===== src/rtl/uart_pkg.sv =====
// Shared definitions for the UART receive path: parity mode codes, the
// receiver state encoding and the parity helper used by the receiver.
package uart_pkg;

  localparam int unsigned PARITY_NONE   = 32'd0;
  localparam int unsigned PARITY_EVEN   = 32'd1;
  localparam int unsigned PARITY_ODD    = 32'd2;
  localparam int unsigned MAX_DATA_BITS = 32'd9;

  typedef enum logic [2:0] {
    IDLE     = 3'd0,
    START    = 3'd1,
    DATA     = 3'd2,
    PARITY   = 3'd3,
    STOP     = 3'd4,
    BRK_WAIT = 3'd5
  } rx_state_t;

  // Parity bit the transmitter should have sent for a word; unused upper
  // bits must be zero so they do not disturb the XOR reduction.
  function automatic logic expected_parity(input logic [MAX_DATA_BITS-1:0] data,
                                           input logic odd);
    logic p;
    p = ^data;
    if (odd) begin
      expected_parity = ~p;
    end else begin
      expected_parity = p;
    end
  endfunction

endpackage


===== src/rtl/uart_rx_sync.sv =====
// Two-flop synchronizer for an asynchronous, idle-high input line.
// Both flops reset to 1 so a reset never looks like a start bit.
module uart_rx_sync (
  input  logic clk,
  input  logic rst_n,
  input  logic d,
  output logic q
);

  logic meta_r;
  logic sync_r;

  // Two-stage resynchronisation into the clk domain.
  always_ff @(posedge clk) begin
    if (!rst_n) begin
      meta_r <= 1'b1;
      sync_r <= 1'b1;
    end else begin
      meta_r <= d;
      sync_r <= meta_r;
    end
  end

  assign q = sync_r;

endmodule


===== src/rtl/uart_rx_core.sv =====
// UART receive engine: oversampled start-bit validation, mid-bit sampling
// of DATA_BITS data bits, optional parity and 1..2 stop bits. A completed
// word is held behind a valid/ready handshake; a frame arriving while the
// previous word is still unread is dropped and flagged as overrun.
module uart_rx_core #(
  parameter int unsigned DATA_BITS   = 32'd8,
  parameter int unsigned OVERSAMPLE  = 32'd16,
  parameter int unsigned PARITY_MODE = 32'd0,
  parameter int unsigned STOP_BITS   = 32'd1
) (
  input  logic                 clk,
  input  logic                 rst_n,
  input  logic                 tick,
  input  logic                 rx,
  output logic [DATA_BITS-1:0] rx_data,
  output logic                 rx_valid,
  input  logic                 rx_ready,
  output logic                 parity_err,
  output logic                 frame_err,
  output logic                 overrun,
  output logic                 busy
);

  import uart_pkg::*;

  localparam int unsigned CNT_W = $clog2(OVERSAMPLE);
  localparam int unsigned BIT_W = $clog2(DATA_BITS);

  localparam logic [CNT_W-1:0] CNT_ZERO = CNT_W'(32'd0);
  localparam logic [CNT_W-1:0] CNT_ONE  = CNT_W'(32'd1);
  localparam logic [CNT_W-1:0] CNT_LAST = CNT_W'(OVERSAMPLE - 32'd1);
  localparam logic [CNT_W-1:0] CNT_HALF = CNT_W'((OVERSAMPLE / 32'd2) - 32'd1);
  localparam logic [BIT_W-1:0] BIT_ZERO = BIT_W'(32'd0);
  localparam logic [BIT_W-1:0] BIT_ONE  = BIT_W'(32'd1);
  localparam logic [BIT_W-1:0] BIT_LAST = BIT_W'(DATA_BITS - 32'd1);

  localparam logic HAS_PARITY    = (PARITY_MODE != PARITY_NONE);
  localparam logic ODD_PARITY    = (PARITY_MODE == PARITY_ODD);
  localparam logic STOP_LAST_IDX = (STOP_BITS == 32'd2);

  // Synchronised copy of the serial line; every decision below uses it.
  logic rx_s;

  uart_rx_sync u_sync (
    .clk   (clk),
    .rst_n (rst_n),
    .d     (rx),
    .q     (rx_s)
  );

  rx_state_t            state_r, state_s;
  logic [CNT_W-1:0]     cnt_r, cnt_s;
  logic [BIT_W-1:0]     bit_idx_r, bit_idx_s;
  logic [DATA_BITS-1:0] shreg_r, shreg_s;
  logic                 perr_r, perr_s;
  logic                 ferr_r, ferr_s;
  logic                 stop_idx_r, stop_idx_s;
  logic                 done_s;
  logic [MAX_DATA_BITS-1:0] par_data_s;

  logic busy_s;
  logic load_s;
  logic drop_s;
  logic ack_s;

  // FSM state and receive datapath registers.
  always_ff @(posedge clk) begin
    if (!rst_n) begin
      state_r    <= IDLE;
      cnt_r      <= CNT_ZERO;
      bit_idx_r  <= BIT_ZERO;
      shreg_r    <= {DATA_BITS{1'b0}};
      perr_r     <= 1'b0;
      ferr_r     <= 1'b0;
      stop_idx_r <= 1'b0;
    end else begin
      state_r    <= state_s;
      cnt_r      <= cnt_s;
      bit_idx_r  <= bit_idx_s;
      shreg_r    <= shreg_s;
      perr_r     <= perr_s;
      ferr_r     <= ferr_s;
      stop_idx_r <= stop_idx_s;
    end
  end

  // Next-state and datapath update; samples are taken only on ticks.
  always_comb begin
    state_s    = state_r;
    cnt_s      = cnt_r;
    bit_idx_s  = bit_idx_r;
    shreg_s    = shreg_r;
    perr_s     = perr_r;
    ferr_s     = ferr_r;
    stop_idx_s = stop_idx_r;
    done_s     = 1'b0;
    par_data_s = {MAX_DATA_BITS{1'b0}};
    par_data_s[DATA_BITS-1:0] = shreg_r;

    case (state_r)
      IDLE: begin
        if (tick && !rx_s) begin
          state_s = START;
          cnt_s   = CNT_ZERO;
        end else begin
          state_s = IDLE;
        end
      end

      START: begin
        if (tick) begin
          if (cnt_r == CNT_HALF) begin
            cnt_s = CNT_ZERO;
            if (!rx_s) begin
              // Start bit still low at its centre: a real frame.
              state_s    = DATA;
              bit_idx_s  = BIT_ZERO;
              perr_s     = 1'b0;
              ferr_s     = 1'b0;
              stop_idx_s = 1'b0;
            end else begin
              // Line recovered before mid-bit: treat as a glitch.
              state_s = IDLE;
            end
          end else begin
            cnt_s = cnt_r + CNT_ONE;
          end
        end else begin
          cnt_s = cnt_r;
        end
      end

      DATA: begin
        if (tick) begin
          if (cnt_r == CNT_LAST) begin
            cnt_s   = CNT_ZERO;
            shreg_s = {rx_s, shreg_r[DATA_BITS-1:1]};
            if (bit_idx_r == BIT_LAST) begin
              state_s = HAS_PARITY ? PARITY : STOP;
            end else begin
              bit_idx_s = bit_idx_r + BIT_ONE;
            end
          end else begin
            cnt_s = cnt_r + CNT_ONE;
          end
        end else begin
          cnt_s = cnt_r;
        end
      end

      PARITY: begin
        if (tick) begin
          if (cnt_r == CNT_LAST) begin
            cnt_s   = CNT_ZERO;
            state_s = STOP;
            if (rx_s != expected_parity(par_data_s, ODD_PARITY)) begin
              perr_s = 1'b1;
            end else begin
              perr_s = perr_r;
            end
          end else begin
            cnt_s = cnt_r + CNT_ONE;
          end
        end else begin
          cnt_s = cnt_r;
        end
      end

      STOP: begin
        if (tick) begin
          if (cnt_r == CNT_LAST) begin
            cnt_s = CNT_ZERO;
            if (!rx_s) begin
              ferr_s = 1'b1;
            end else begin
              ferr_s = ferr_r;
            end
            if (stop_idx_r == STOP_LAST_IDX) begin
              done_s = 1'b1;
              // A line still low at the final stop sample is a break;
              // park until it releases so it yields a single frame.
              if (ferr_s && !rx_s) begin
                state_s = BRK_WAIT;
              end else begin
                state_s = IDLE;
              end
            end else begin
              stop_idx_s = 1'b1;
            end
          end else begin
            cnt_s = cnt_r + CNT_ONE;
          end
        end else begin
          cnt_s = cnt_r;
        end
      end

      BRK_WAIT: begin
        if (rx_s) begin
          state_s = IDLE;
        end else begin
          state_s = BRK_WAIT;
        end
      end

      default: begin
        state_s = IDLE;
        cnt_s   = CNT_ZERO;
      end
    endcase
  end

  // Output-side decode: busy level and handshake/completion events.
  always_comb begin
    busy_s = (state_s != IDLE);
    ack_s  = rx_valid && rx_ready;
    load_s = done_s && (!rx_valid || rx_ready);
    drop_s = done_s && rx_valid && !rx_ready;
  end

  // Held word, flags and handshake state.
  always_ff @(posedge clk) begin
    if (!rst_n) begin
      rx_data    <= {DATA_BITS{1'b0}};
      rx_valid   <= 1'b0;
      parity_err <= 1'b0;
      frame_err  <= 1'b0;
      overrun    <= 1'b0;
      busy       <= 1'b0;
    end else begin
      busy <= busy_s;
      if (load_s) begin
        rx_data    <= shreg_r;
        parity_err <= perr_r;
        frame_err  <= ferr_s;
        rx_valid   <= 1'b1;
        if (ack_s) begin
          overrun <= 1'b0;
        end else begin
          overrun <= overrun;
        end
      end else if (drop_s) begin
        overrun <= 1'b1;
      end else if (ack_s) begin
        rx_valid <= 1'b0;
        overrun  <= 1'b0;
      end else begin
        rx_valid <= rx_valid;
      end
    end
  end

endmodule


===== config.mk =====
export PLATFORM = sky130hd
export DESIGN_NAME = uart_rx_core
export DESIGN_NICKNAME = d
export VERILOG_FILES = /design/src/rtl/uart_pkg.sv /design/src/rtl/uart_rx_sync.sv /design/src/rtl/uart_rx_core.sv
export SDC_FILE = /design/constraint.sdc
export NUM_CORES = 1
export LEC_CHECK = 0
export BUFFER_PORTS_ARGS = -buffer_cell sky130_fd_sc_hd__buf_2
export CAP_MARGIN = 20
export CORE_AREA = 2 2 59 89
export CTS_BUF_LIST = sky130_fd_sc_hd__clkbuf_4 sky130_fd_sc_hd__clkbuf_8
export CTS_CLUSTER_SIZE = 20
export DETAILED_ROUTE_END_ITERATION = 10
export DIE_AREA = 0 0 61 91
export PLACE_DENSITY_LB_ADDON = 0.2
export SLEW_MARGIN = 40
export SYNTH_ARGS = -nofsm -noshare
export SYNTH_HDL_FRONTEND = slang
export SYNTH_SLANG_ARGS = --single-unit

===== constraint.sdc =====
create_clock -name clk -period 5 [get_ports clk]
set_clock_uncertainty 0.2 [all_clocks]
set_input_delay 0.5 -clock clk [delete_from_list [all_inputs] [get_ports clk]]
set_output_delay 0.5 -clock clk [all_outputs]
set_load 0.005 [all_outputs]

# Word level (Yosys, flattened, before mapping)

Index checks and enable logic that the tools add are counted.
Widths: inputs -> output; s select.

Bitwise operators: 1
Muxes and demuxes: 62
Eq/ne operators: 23
Reductions and logical operators: 24
$add $sub $neg: 2

Operator list:

| cell                | count |
|---|---|
| $mux 3              | 18 |
| $mux 1              | 32 |
| $ne 2x2->1 const B  | 13 |
| $mux 4              | 5 |
| $pmux 3 s6          | 1 |
| $pmux 4 s4          | 1 |
| $reduce_and 7->1    | 2 |
| $eq 3x3->1 const B  | 3 |
| $reduce_xor 9->1    | 1 |
| $reduce_bool 2->1   | 4 |
| $eq 3x2->1 const B  | 2 |
| $logic_and 1x1->1   | 6 |
| $pmux 1 s2          | 3 |
| $pmux 3 s2          | 1 |
| $reduce_and 6->1    | 1 |
| $add 4x1->4 const B | 1 |
| $eq 4x3->1 const B  | 1 |
| $eq 4x4->1 const B  | 1 |
| $reduce_and 4->1    | 1 |
| $add 3x1->3 const B | 1 |
| $eq 3x1->1 const B  | 1 |
| $logic_not 1->1     | 3 |
| $logic_not 3->1     | 1 |
| $reduce_and 3->1    | 1 |
| 8 further kinds     | 8 |

Register bits: 36
Word-level logic and storage cells: 127

# Longest topological paths before layout

Depth in word-level cells: 11
Depth in mapped cells: 6

# By module

Synthesis repeated with hierarchy kept, for this count alone.

Cells, all modules: 188
Area total of the unflattened synthesis: 1671.6 sq um

By module, submodules not included:

| module       | times used | cells each | sequential area each (sq um) | area each (sq um) |
|---|---|---|---|---|
| uart_rx_core | 1          | 184        | 660.6                        | 1619.1 |
| uart_rx_sync | 1          | 4          | 40.0                         | 52.6 |

# Worst setup path after synthesis

Ideal clock, no wire load.

Path kind: reg2reg
From: reg bit_idx_r[0]
To: reg bit_idx_r[1]
Library setup time: 0.070 ns
Arrival: 1.728 ns
Clock period less this slack: 1.999 ns
Stages on the path, launching flop included: 7
Path slack: 3.001 ns
Cells stage by stage: dfxtp_1 ha_1 ha_1 nor4b_2 a32oi_1 or4b_1 a21oi_1

Cells in the longest elaborated chain, start to end: 5

RTL lines:

| item                   | RTL line            | source |
|---|---|---|
| from (decl)            | uart_rx_core.sv:53  | `logic [BIT_W-1:0] bit_idx_r, bit_idx_s;` |
| from (signal assigned) | uart_rx_core.sv:79  | `bit_idx_r <= bit_idx_s;` |
| $add 3x1->3            | uart_rx_core.sv:141 | `bit_idx_s = bit_idx_r + BIT_ONE;` |
| $mux 3                 | uart_rx_core.sv:138 | `if (bit_idx_r == BIT_LAST) begin` |
| $mux 3                 | uart_rx_core.sv:135 | `if (cnt_r == CNT_LAST) begin` |
| $mux 3                 | uart_rx_core.sv:134 | `if (tick) begin` |
| $pmux 3 s2             | uart_rx_core.sv:100 | `case (state_r)` |

Parallel ways exist; a longest one is shown, timed or not. The select of a mux whose other input is x is not followed.
A chain may end at the register's enable or synchronous reset.

# Worst setup path in the final report

From: reg cnt_r[0]
To: reg rx_data[5]

Cells in the longest elaborated chain, start to end: 5

RTL lines:

| item                   | RTL line            | source |
|---|---|---|
| from (decl)            | uart_rx_core.sv:52  | `logic [CNT_W-1:0] cnt_r, cnt_s;` |
| from (signal assigned) | uart_rx_core.sv:78  | `cnt_r <= cnt_s;` |
| $eq 4x4->1             | uart_rx_core.sv:171 | `if (cnt_r == CNT_LAST) begin` |
| $mux 1                 | uart_rx_core.sv:171 |  |
| $mux 1                 | uart_rx_core.sv:170 | `if (tick) begin` |
| $mux 1                 | uart_rx_core.sv:100 |  |
| $logic_and 1x1->1      | uart_rx_core.sv:217 | `load_s = done_s && (!rx_valid \|\| rx_ready);` |
| to (signal assigned)   | uart_rx_core.sv:224 | `rx_data <= {DATA_BITS{1'b0}};` |
| to (signal assigned)   | uart_rx_core.sv:233 | `rx_data <= shreg_r;` |
| to (decl)              | uart_rx_core.sv:15  | `output logic [DATA_BITS-1:0] rx_data,` |

Every way passes these cells.

==> parameters.txt <==
Parameter                              Value

Place
  Routability congestion estimate ... 0.725
  Setup slack after placement ... 2400 ps
  Instance count after placement with tap cells included ... 253
  Area after DPL ... 0.00174 mm^2
  Input/output buffers ... 17
  Half-perimeter wire length after detailed placement ... 2.31 mm

STA
  Fin. max-slew vios ... 0
  Min cycle time layout ... 2530 ps
  Total negative slack for setup checks ... 0 ps
  Portion of the clock cycle consumed by the worst path in the final layout ... 50.5%
  Unrepaired setup endpoints after global routing ... no
  Worst hold slack across all endpoints ... 204 ps
  Slack of the critical path ... 2470 ps
  Worst slew margin relative to its limit ... 56.7%
  Number of failing setup endpoints in the final timing report ... 0
  Slew at the pin closest to its max-slew limit ... 648 ps
  Highest clock rate ... 396 MHz
  Final hold viol count ... 0

Detailed routing
  Remaining design rule violation count ... 0
  First DRT Iteration DRCs ... 38
  Number of routed nets with antenna violations ... 0
  Routed wire per std cell ... 12.8 um
  Vias/cell ... 5.02
  Total number of vias ... 1304
  Iteration count of the initial detailed-routing pass ... 4
  Routed wire length ... 3.33 mm

Critical path
  Max stage delay cell, worst path ... nor3_4
  Required time reported for the critical path endpoint ... 4950 ps
  Worst r2r src ... cnt_r[0]
  Capture point of the worst reg-to-reg path ... rx_data[5]
  Largest stage delay on the critical path ... 740 ps
  Worst endpoint data arrival time ... 2470 ps
  Crit-path cells ... ha_1 > nand4_1 > nor3_4 > mux2i_1 > nor2_1
  Kind of launch point of the worst setup path ... flop
  Critical path peak fanout ... 16
  Endpoint type of the worst setup path ... flop
  Worst reg2reg path depth ... 5
  Flop-to-flop setup slack ... 2470 ps
  Critical path type ... flop to flop

Worst hold path
  Start point of the worst hold path ... rx
  Hold Crit Depth ... 2
  Class of the tightest hold or removal check ... input pin to flop
  Destination of the worst hold path ... u_sync.meta_r

Final layout
  Finished Cell Area ... 0.00183 mm^2
  Area growth from synthesis to layout ... 12.6%
  Count of antenna diodes in the layout ... 0
  Layout cell share with drive strength beyond 1 ... 14.9%
  Utilization of the core after routing ... 38.3%
  Final cell count without fillers ... 260
  Final-stage net count ... 202
  Most common library cell in the layout ignoring fill and taps ... dfxtp_1
  Most used cells in the layout excluding fill and tap cells ... dfxtp_1, a21oi_1, nand2_1, buf_2, nor2_1

Synthesis
  Flops & latches, synth ... 35
  Most common flop cell mapped by yosys ... dfxtp_1
  Post-synthesis adder-cell area fraction ... 2.31%
  Simple-gate portion of the synthesized area ... 23.1%
  XOR/XNOR share of the synthesized area ... 5.17%
  Net count of the mapped netlist ... 189
  Cell area after technology mapping ... 0.00162 mm^2
  Post-synthesis cell count ... 181
  Share of synthesized registers carrying an async set or reset ... 0%
  Multiplexer area fraction after synthesis ... 5.56%
  Compound-gate portion of the synthesized area ... 16.5%
  Yosys warns ... 0
  Count of different cell masters after synthesis ... 42
  Main combinational cell family by area after synthesis ... simple AND/OR/NAND/NOR gates
  Synth Area per Inst ... 8.96 um^2
  Number of flops mapped to enable cells by yosys ... 0
  Seq/Total Area, Yosys ... 43.2%

Clocking
  Quantity of hold-fixing buffers added after cts ... 0
  Insertion delay to the later sink of the worst-skew pair ... 280 ps
  Clock tree root driver cell ... clkbuf_8
  Number of gates given a new drive strength after cts ... 0
  Maximum buffer depth of the clock tree ... 2
  Post-CTS Repair Setup Buffers ... 0
  Count of clock tree sinks ... 35
  Clock-pin slew reported for the worst setup and hold paths after clock tree synthesis ... 70 ps
  CTS tree ... built
  Level count of the clock H-tree ... 2
  Number of clock buffers inserted by TritonCTS ... 5

Die
  Std cell rows ... 31
  Horizontal die dimension ... 61 um
  Starting Density ... 34.0%
  Core Box Area ... 0.00477 mm^2
  Die outline area ... 0.00555 mm^2
  Height of the chip ... 91 um
  Count of pins on the block boundary ... 18

Power
  Power density relative to cell area ... 274 mW/mm^2
  Leakage ... 0.676 nW
  Total power after layout ... 501 uW
  Maximum VDD drop ... 0.0858 mV

Global route
  Number of antenna violations at the first check in global routing ... 0
  Residual overflow from global routing ... 0
  Vias in the first global route ... 1226
  Pin count of the biggest net entering global routing ... 29
  Aggregate global-route resource usage ... 13.2%
  First-pass GRT wire length ... 5.71 mm

Run status
  Status ... complete, no violations

Flow run
  Max Cap Violations ... 0
[worst max-delay path: cells and delay by family (launching register included)]
family | cells | cell delay, ps
adders and majority gates | 1 | 240
muxes | 1 | 250
DFF | 1 | 370
and+or+nand+nor | 3 | 1330
[logic make-up after synthesis]
logic type,after synthesis
buffers and inverters,12
AOI/OAI and AO/OA,46
adders and majority gates,3
and+or+nand+nor,68
muxes,9
DFF,35
xor gates and xnor gates,8
[report_power, final]
part           switching (mW)  total, mW  internal (mW)
Combinational         0.00988     0.0153        0.00537
Sequential            0.00158      0.282          0.280
Clock                  0.0958      0.204          0.108
Total                   0.107      0.501          0.393
[worst max-delay path by stage]
stage,end,from,depth (start not counted),slack (ps)
2_1_floorplan,bit_idx_r[1],bit_idx_r[0],6,3000
3_3_place_gp,frame_err,tick,5,2260
3_5_place_dp,rx_data[3],tick,5,2400
4_1_cts,rx_data[5],cnt_r[0],5,2440
5_1_grt,rx_data[6],cnt_r[0],5,2230
6_report,rx_data[5],cnt_r[0],5,2470
[layer usage]
metal	up-vias	track usage [%]	routed length, um
met5	-	0	0
met4	0	4.35	43
met3	4	3.85	73
met2	17	20.5	1640
met1	613	17.3	1580
li1	670	-	-
[registers in the layout, indices dropped and copies added (netlist names)]
signal,cells
perr_r,1
busy,1
ferr_r,1
bit_idx_r,3
parity_err,1
overrun,1
frame_err,1
rx_valid,1
u_sync.meta_r,1
state_r,3
cnt_r,4
rx_data,8
u_sync.q,1
shreg_r,8
[cell usage after synthesis (all sizes together), types with 4 or more instances]
cell type	n	area, um^2
o21ai	14	70.1
buf	5	40.0
clkbuf	6	22.5
dfxtp	35	701
nand2b	6	37.5
nand4	4	25.0
mux2i	9	90.1
a21oi	19	95.1
nor2	16	60.1
xnor2	5	43.8
nor3	4	20.0
nand2	17	63.8
[layout make-up]
class / instances / area (um^2)
Clock buffer: 6 / 82.6
Clock inverter: 1 / 5.00
Fill cell: 512 / 2950
Inverter: 1 / 3.75
Multi-Input combinational cell: 134 / 866
Sequential cell: 35 / 701
Tap cell: 66 / 82.6
Timing Repair Buffer: 17 / 85.1
Note: power is estimated with default switching activity, not from simulation.
